==> config.mk <==
export PLATFORM = sky130hd
export DESIGN_NAME = mem_arbiter
export DESIGN_NICKNAME = d
export VERILOG_FILES = /design/src/rtl/mem_arbiter.sv
export SDC_FILE = /design/constraint.sdc
export NUM_CORES = 1
export LEC_CHECK = 0
export ABC_AREA = 0
export BUFFER_PORTS_ARGS = -buffer_cell sky130_fd_sc_hd__buf_2
export CAP_MARGIN = 20
export CORE_AREA = 2 2 117 119
export DETAILED_ROUTE_END_ITERATION = 10
export DIE_AREA = 0 0 119 121
export PLACE_DENSITY = 0.79
export SLEW_MARGIN = 15
export SYNTH_ARGS = -nofsm -noshare
export SYNTH_HDL_FRONTEND = slang
export SYNTH_SLANG_ARGS = --single-unit
==> constraint.sdc <==
create_clock -name clock -period 2.3 [get_ports clock]
set_input_delay 0.345 -clock clock [delete_from_list [all_inputs] [get_ports clock]]
set_output_delay 0.345 -clock clock [all_outputs]
set_load 0.01 [all_outputs]
==> src/rtl/mem_arbiter.sv <==
// rtl/mem_arbiter.sv - core-to-bus memory arbiter: data access then fetch, lane alignment, load extension
// Optional ack watchdog enabled by defining MEM_ARBITER_TIMEOUT_EN.
module mem_arbiter #(
  parameter int DATA_SIZE      = 32,
  parameter int TIMEOUT_CYCLES = 255
) (
  input  logic                   clock,
  input  logic                   reset,
  input  logic                   inst_rd_en,
  input  logic [DATA_SIZE-1:0]   inst_mem_addr,
  output logic [31:0]            inst,
  input  logic                   rd_en,
  input  logic                   wr_en,
  input  logic [DATA_SIZE-1:0]   data_mem_addr,
  input  logic [DATA_SIZE-1:0]   wr_data,
  input  logic [DATA_SIZE/8-1:0] mem_byte_en,
  input  logic                   mem_signed,
  output logic [DATA_SIZE-1:0]   rd_data,
  output logic                   mem_busy,
  output logic                   bus_cyc,
  output logic                   bus_stb,
  output logic                   bus_we,
  output logic [DATA_SIZE-1:0]   bus_addr,
  output logic [DATA_SIZE/8-1:0] bus_sel,
  output logic [DATA_SIZE-1:0]   bus_dat_o,
  input  logic [DATA_SIZE-1:0]   bus_dat_i,
  input  logic                   bus_ack,
  output logic                   bus_err
);

  localparam int BE_W  = DATA_SIZE / 8;
  localparam int OFF_W = $clog2(BE_W);

  typedef enum logic [1:0] {ST_IDLE, ST_DATA, ST_FETCH, ST_DONE} state_t;

  state_t state, state_next;

  logic             start_data, start_fetch, end_bus;
  logic             cap_load, cap_inst, abort_load, abort_inst;
  logic             timeout;
  logic [OFF_W-1:0] off;
  logic [DATA_SIZE-1:0] data_word_addr, inst_word_addr;
  logic [DATA_SIZE-1:0] shifted, load_result;
  logic             sign;
  logic [31:0]      fetch_word;

  assign off            = data_mem_addr[OFF_W-1:0];
  assign data_word_addr = {data_mem_addr[DATA_SIZE-1:OFF_W], {OFF_W{1'b0}}};
  assign inst_word_addr = {inst_mem_addr[DATA_SIZE-1:OFF_W], {OFF_W{1'b0}}};

  if (DATA_SIZE == 64) begin : g_fetch64
    assign fetch_word = inst_mem_addr[2] ? bus_dat_i[63:32] : bus_dat_i[31:0];
  end else begin : g_fetch32
    assign fetch_word = bus_dat_i[31:0];
  end

  // Bytes above the access are filled with the sign of its top byte (or zero).
  always_comb begin
    shifted     = bus_dat_i >> {off, 3'b000};
    sign        = 1'b0;
    load_result = '0;
    for (int i = 0; i < BE_W; i++) begin
      if (mem_byte_en[i]) begin
        load_result[8*i +: 8] = shifted[8*i +: 8];
        sign                  = mem_signed & shifted[8*i+7];
      end else begin
        load_result[8*i +: 8] = {8{sign}};
      end
    end
  end

  always_ff @(posedge clock) begin
    if (reset) state <= ST_IDLE;
    else       state <= state_next;
  end

  always_comb begin
    state_next  = state;
    mem_busy    = 1'b0;
    start_data  = 1'b0;
    start_fetch = 1'b0;
    end_bus     = 1'b0;
    cap_load    = 1'b0;
    cap_inst    = 1'b0;
    abort_load  = 1'b0;
    abort_inst  = 1'b0;
    case (state)
      ST_IDLE: begin
        mem_busy = inst_rd_en | rd_en | wr_en;
        if (rd_en | wr_en) begin
          state_next = ST_DATA;
          start_data = 1'b1;
        end else if (inst_rd_en) begin
          state_next  = ST_FETCH;
          start_fetch = 1'b1;
        end
      end
      ST_DATA: begin
        mem_busy = 1'b1;
        if (bus_ack) begin
          cap_load = ~wr_en;
          if (inst_rd_en) begin
            state_next  = ST_FETCH;
            start_fetch = 1'b1;
          end else begin
            state_next = ST_DONE;
            end_bus    = 1'b1;
          end
        end else if (timeout) begin
          abort_load = ~wr_en;
          state_next = ST_DONE;
          end_bus    = 1'b1;
        end
      end
      ST_FETCH: begin
        mem_busy = 1'b1;
        if (bus_ack) begin
          cap_inst   = 1'b1;
          state_next = ST_DONE;
          end_bus    = 1'b1;
        end else if (timeout) begin
          abort_inst = 1'b1;
          state_next = ST_DONE;
          end_bus    = 1'b1;
        end
      end
      default: state_next = ST_IDLE;
    endcase
  end

  // Bus signals are registered; cyc stays high across a data-to-fetch handoff.
  always_ff @(posedge clock) begin
    if (reset) begin
      bus_cyc   <= 1'b0;
      bus_stb   <= 1'b0;
      bus_we    <= 1'b0;
      bus_addr  <= '0;
      bus_sel   <= '0;
      bus_dat_o <= '0;
    end else if (start_data) begin
      bus_cyc   <= 1'b1;
      bus_stb   <= 1'b1;
      bus_we    <= wr_en;
      bus_addr  <= data_word_addr;
      bus_sel   <= mem_byte_en << off;
      bus_dat_o <= wr_data << {off, 3'b000};
    end else if (start_fetch) begin
      bus_cyc   <= 1'b1;
      bus_stb   <= 1'b1;
      bus_we    <= 1'b0;
      bus_addr  <= inst_word_addr;
      bus_sel   <= '1;
      bus_dat_o <= '0;
    end else if (end_bus) begin
      bus_cyc <= 1'b0;
      bus_stb <= 1'b0;
      bus_we  <= 1'b0;
    end
  end

  always_ff @(posedge clock) begin
    if (reset) begin
      inst    <= 32'h0000_0013;
      rd_data <= '0;
    end else begin
      if (cap_load)        rd_data <= load_result;
      else if (abort_load) rd_data <= '0;
      if (cap_inst)        inst <= fetch_word;
      else if (abort_inst) inst <= '0;
    end
  end

`ifdef MEM_ARBITER_TIMEOUT_EN
  localparam int CNT_W = ($clog2(TIMEOUT_CYCLES + 1) > 8) ? $clog2(TIMEOUT_CYCLES + 1) : 8;

  logic [CNT_W-1:0] wd_cnt;
  logic             err_q;

  always_ff @(posedge clock) begin
    if (reset) begin
      wd_cnt <= '0;
      err_q  <= 1'b0;
    end else begin
      if (start_data || start_fetch)
        wd_cnt <= '0;
      else if (state == ST_DATA || state == ST_FETCH)
        wd_cnt <= wd_cnt + 1'b1;
      if (timeout) err_q <= 1'b1;
    end
  end

  assign timeout = (state == ST_DATA || state == ST_FETCH) && !bus_ack &&
                   (wd_cnt == CNT_W'(TIMEOUT_CYCLES - 1));
  assign bus_err = err_q;
`else
  assign timeout = 1'b0;
  assign bus_err = 1'b0;
`endif

endmodule

==> summary.md <==
| Metric | Value |
|---|---|
| Final count of pins violating max slew | `0` |
| Antenna-violating nets left | `0` |
| Post-placement cell count | `1102` |
| Via density | `roughly 5.5` |
| Final hold violation count | `0` |
| Total setup violations reported at the end of the flow | `0` |
| Share of power burned in registers | `0.372` |
| Initial core utilization | `0.459` |
| Count of unresolved DRC violations after routing | `0` |
| Routability congestion estimate | `roughly 0.88` |
| Port bufs | `270` |
| Pin count of the biggest net entering global routing | `61` |
| Standard cell area after detailed placement | `7500 µm²` |
| Cells after synthesis | `between 600 and 700` |
| Highest net fanout along the worst path | `9` |
| Number of synthesis warnings | `0` |
| Crit path capture type | `flip-flop` |
| Clock Power Share | `0.338` |
| Die Span Y | `about 120 µm` |
| Layout Cells excl Fill | `between 1000 and 1500` |
| Inserted Clock Buffers | `17` |
| Number of detailed-route iterations in the first pass | `4` |
| Slew at the pin closest to its max-slew limit | `1010 ps` |
| Fin Clk Skew | `8.89 ps` |
| Highest-delay cell along the critical path | `nor4b_2` |
| Primary FF master, synth | `dfxtp_1` |
| Hold_buf cts | `0` |
| Switching portion of total power | `0.341` |
| Shortest period the worst path allows | `2110 ps` |
| Share of the yosys chip area belonging to registers | `0.446` |
| DP HPWL | `14200 µm` |
| Outcome | `finished clean` |
| Worst path top cell family by delay | `simple AND/OR/NAND/NOR gates` |
| Number of buffers and inverters on the critical path | `1` |
| All-layer global routing usage | `0.263` |
| H-tree depth reported by CTS | `4` |
| Kind of start point of the critical path | `flip-flop` |
| Switching pwr | `0.00275 W` |
| Critical path data required time | `2650 ps` |
| Ports placed on the boundary | `276` |
| Pleak | `roughly 3.7 nW` |
| Worst stage delay on the critical path | `830 ps` |
| Clock Latency Late Sink | `420 ps` |
| Normalized max-slew margin | `0.327` |
| Synth Area per Inst | `~8.7 µm²` |
| Comb power frac | `0.289` |
| Floorplan core area | `13100 µm²` |
| Clk sinks | `~130` |
| Congestion Overflow GR | `0` |
| Vias in the first global route | `5617` |
| Initial detailed-routing violation count | `between 400 and 500` |
| Clk root buf | `clkbuf_16` |
| Number of synthesized flops with an enable pin | `0` |
| Clock slew at the register clock pins of the worst setup and hold paths | `60 ps` |
| Nets | `1088` |
| CTS max path bufs | `2` |
| Drt total wl | `19400 µm` |
| Number of fillers in the final layout | `1136` |
| Cell Chain, Critical Path | `inv_1 > ha_1 > nor2b_1 > nor4b_2 > nand2_1 > o21ai_1` |
| Share of layout cells above drive strength 1 | `0.371` |
| Maximum clock rate | `473 MHz` |
| Via count | `6192` |
| Final sum of negative setup slack | `0 ps` |
| Cell variety after synth | `48` |
| Clock tree from TritonCTS | `done` |
| Max VDD drop | `536 µV` |
| Synthesized area | `6010 µm²` |
| Data arrival, critical path | `2460 ps` |
| Max-cap violations | `0` |
| FP Rows | `42` |
| Width of the die | `119 µm` |
| Worst hold path type | `primary input to flip-flop` |
| Average wire per standard cell | `17.1 µm` |
| Post-synth ARST share | `0` |
| Setup Crit Path Kind | `flip-flop to flip-flop` |
| Global-route wire length before repair | `just under 30000 µm` |
| Flop and latch count out of synthesis | `134` |
| Number of antenna violations at the first check in global routing | `3` |
| Layout Cell Area excl Fill | `8100 µm²` |
| Layout overhead on the synthesized area | `34.9%` |
| Minimum setup slack among reg-to-reg paths | `190 ps` |
| Share of the cycle needed by the critical path after routing | `0.919` |
| Int Power | `between 0.005 and 0.006 W` |
| Die area | `14400 µm²` |
| Unrepaired setup endpoints after global routing | `no` |
| Pwr/cell area | `between 900 and 1000 nW/µm²` |
[kinds of logic after synthesis]
group           after synthesis  share of synthesized area
compound gates              202                      0.222
fa+ha+maj                     4                    0.00833
buf+inv                      67                     0.0504
flops                       134                      0.446
mux                          50                      0.104
other cells                   1                   0.000624
simple gates                236                      0.168
[per-layer routing]
layer	wire length, µm	global-route usage	share of wire	vias up
met3	1650	0.0865	0.085	48
li1	-	-	-	3001
met1	7970	0.320	0.41	2846
met5	0	0	0	-
met2	9190	0.434	0.47	297
met4	592	0.0975	0.031	0
[worst paths after layout]
path,startpoint,endpoint,cells after the start
max,state[0]$_SDFFE_PP0P_,bus_sel[0]$_SDFFE_PP0P_,6
min,wr_data[5],bus_dat_o[5]$_SDFFE_PP0P_,2
max reg2reg,state[0]$_SDFFE_PP0P_,bus_sel[0]$_SDFFE_PP0P_,6
min reg2reg,inst[5]$_SDFFE_PP0N_,inst[5]$_SDFFE_PP0N_,2
[power groups by stage]
stage / logic, W / clock network (W) / registers, W
after floorplan: 0.00115 / 0 / 0.00326
after global placement: 0.00230 / 0 / 0.00304
after detailed placement: 0.00233 / 0 / 0.00305
after CTS: 0.00234 / 0.00277 / 0.00301
after global routing: 0.00258 / 0.00290 / 0.00306
final: 0.00234 / 0.00273 / 0.00301
[what timing repair did]
action / 4_1_cts / 5_1_grt
buffers inserted: 0 / 0
endpoints found under the setup margin: 0 / 28
resized for setup: 0 / 1
[worst register-to-register path, stage by stage (launching register included)]
cell and delay, ps:
dfxtp_1 340, inv_1 100, ha_1 300, nor2b_1 210, nor4b_2 830, nand2_1 160, o21ai_1 110
[through the flow]
stage               setup slack (ps)   util  hold WS (ps)  total power [W]
CTS                              125  0.619           150          0.00811
floorplan                        542      -           460          0.00441
finish                           186  0.619           168          0.00808
detailed placement               155  0.574           443          0.00538
global route                    68.7  0.619           154          0.00854
global placement                 275  0.574           440          0.00534
[cell type report]
cell class,instances,area [µm²],area share
Multi-Input combinational cell,495,3060,0.377
Clock inverter,15,166,0.0205
Timing Repair Buffer,292,1530,0.189
Clock buffer,17,425,0.0525
Inverter,5,18.8,0.00232
Sequential cell,134,2680,0.331
Tap cell,176,220,0.0272
Antenna cell,1,2.50,0.000309
[sequential cells by signal, indices dropped and copies added (netlist names)]
name and flops:
bus_addr 30, bus_dat_o 32, bus_sel 4, bus_stb 1, bus_we 1, inst 32, rd_data 32, state 2
[cells in the final DEF (no fill, tap or decap), types with 19 or more instances in the layout]
cell / netlist / final
buf_2: 14 / 270
nand2_1: 154 / 154
dfxtp_1: 134 / 134
a21oi_1: 59 / 59
nor2_1: 31 / 31
o21ai_0: 30 / 30
a31oi_1: 30 / 30
mux2i_1: 25 / 25
o2bb2ai_1: 23 / 23
buf_4: 5 / 21
nand3_1: 19 / 19
[cell usage after synthesis (all sizes together) (2+ instances only)]
library cell    n  area (µm²)
nand2         154         578
dfxtp         134        2680
a21oi          59         295
o21ai          36         180
clkbuf         35         131
nor2           32         123
a31oi          30         188
buf            27         153
mux2i          25         250
o2bb2ai        23         201
nand3          19        95.1
mux2           17         195
nor3           10        55.1
o211ai         10        75.1
a221o           8        80.1
a22o            8        70.1
a22oi           8        60.1
a311oi          8        70.1
mux4            8         180
nor2b           7        43.8
and2            5        31.3
inv             5        18.8
ha              4        50.1
o21a            3        22.5
a32o            2        20.0
nor4b           2        30.0
or3             2        12.5
Power figures use the tool's default switching activity.
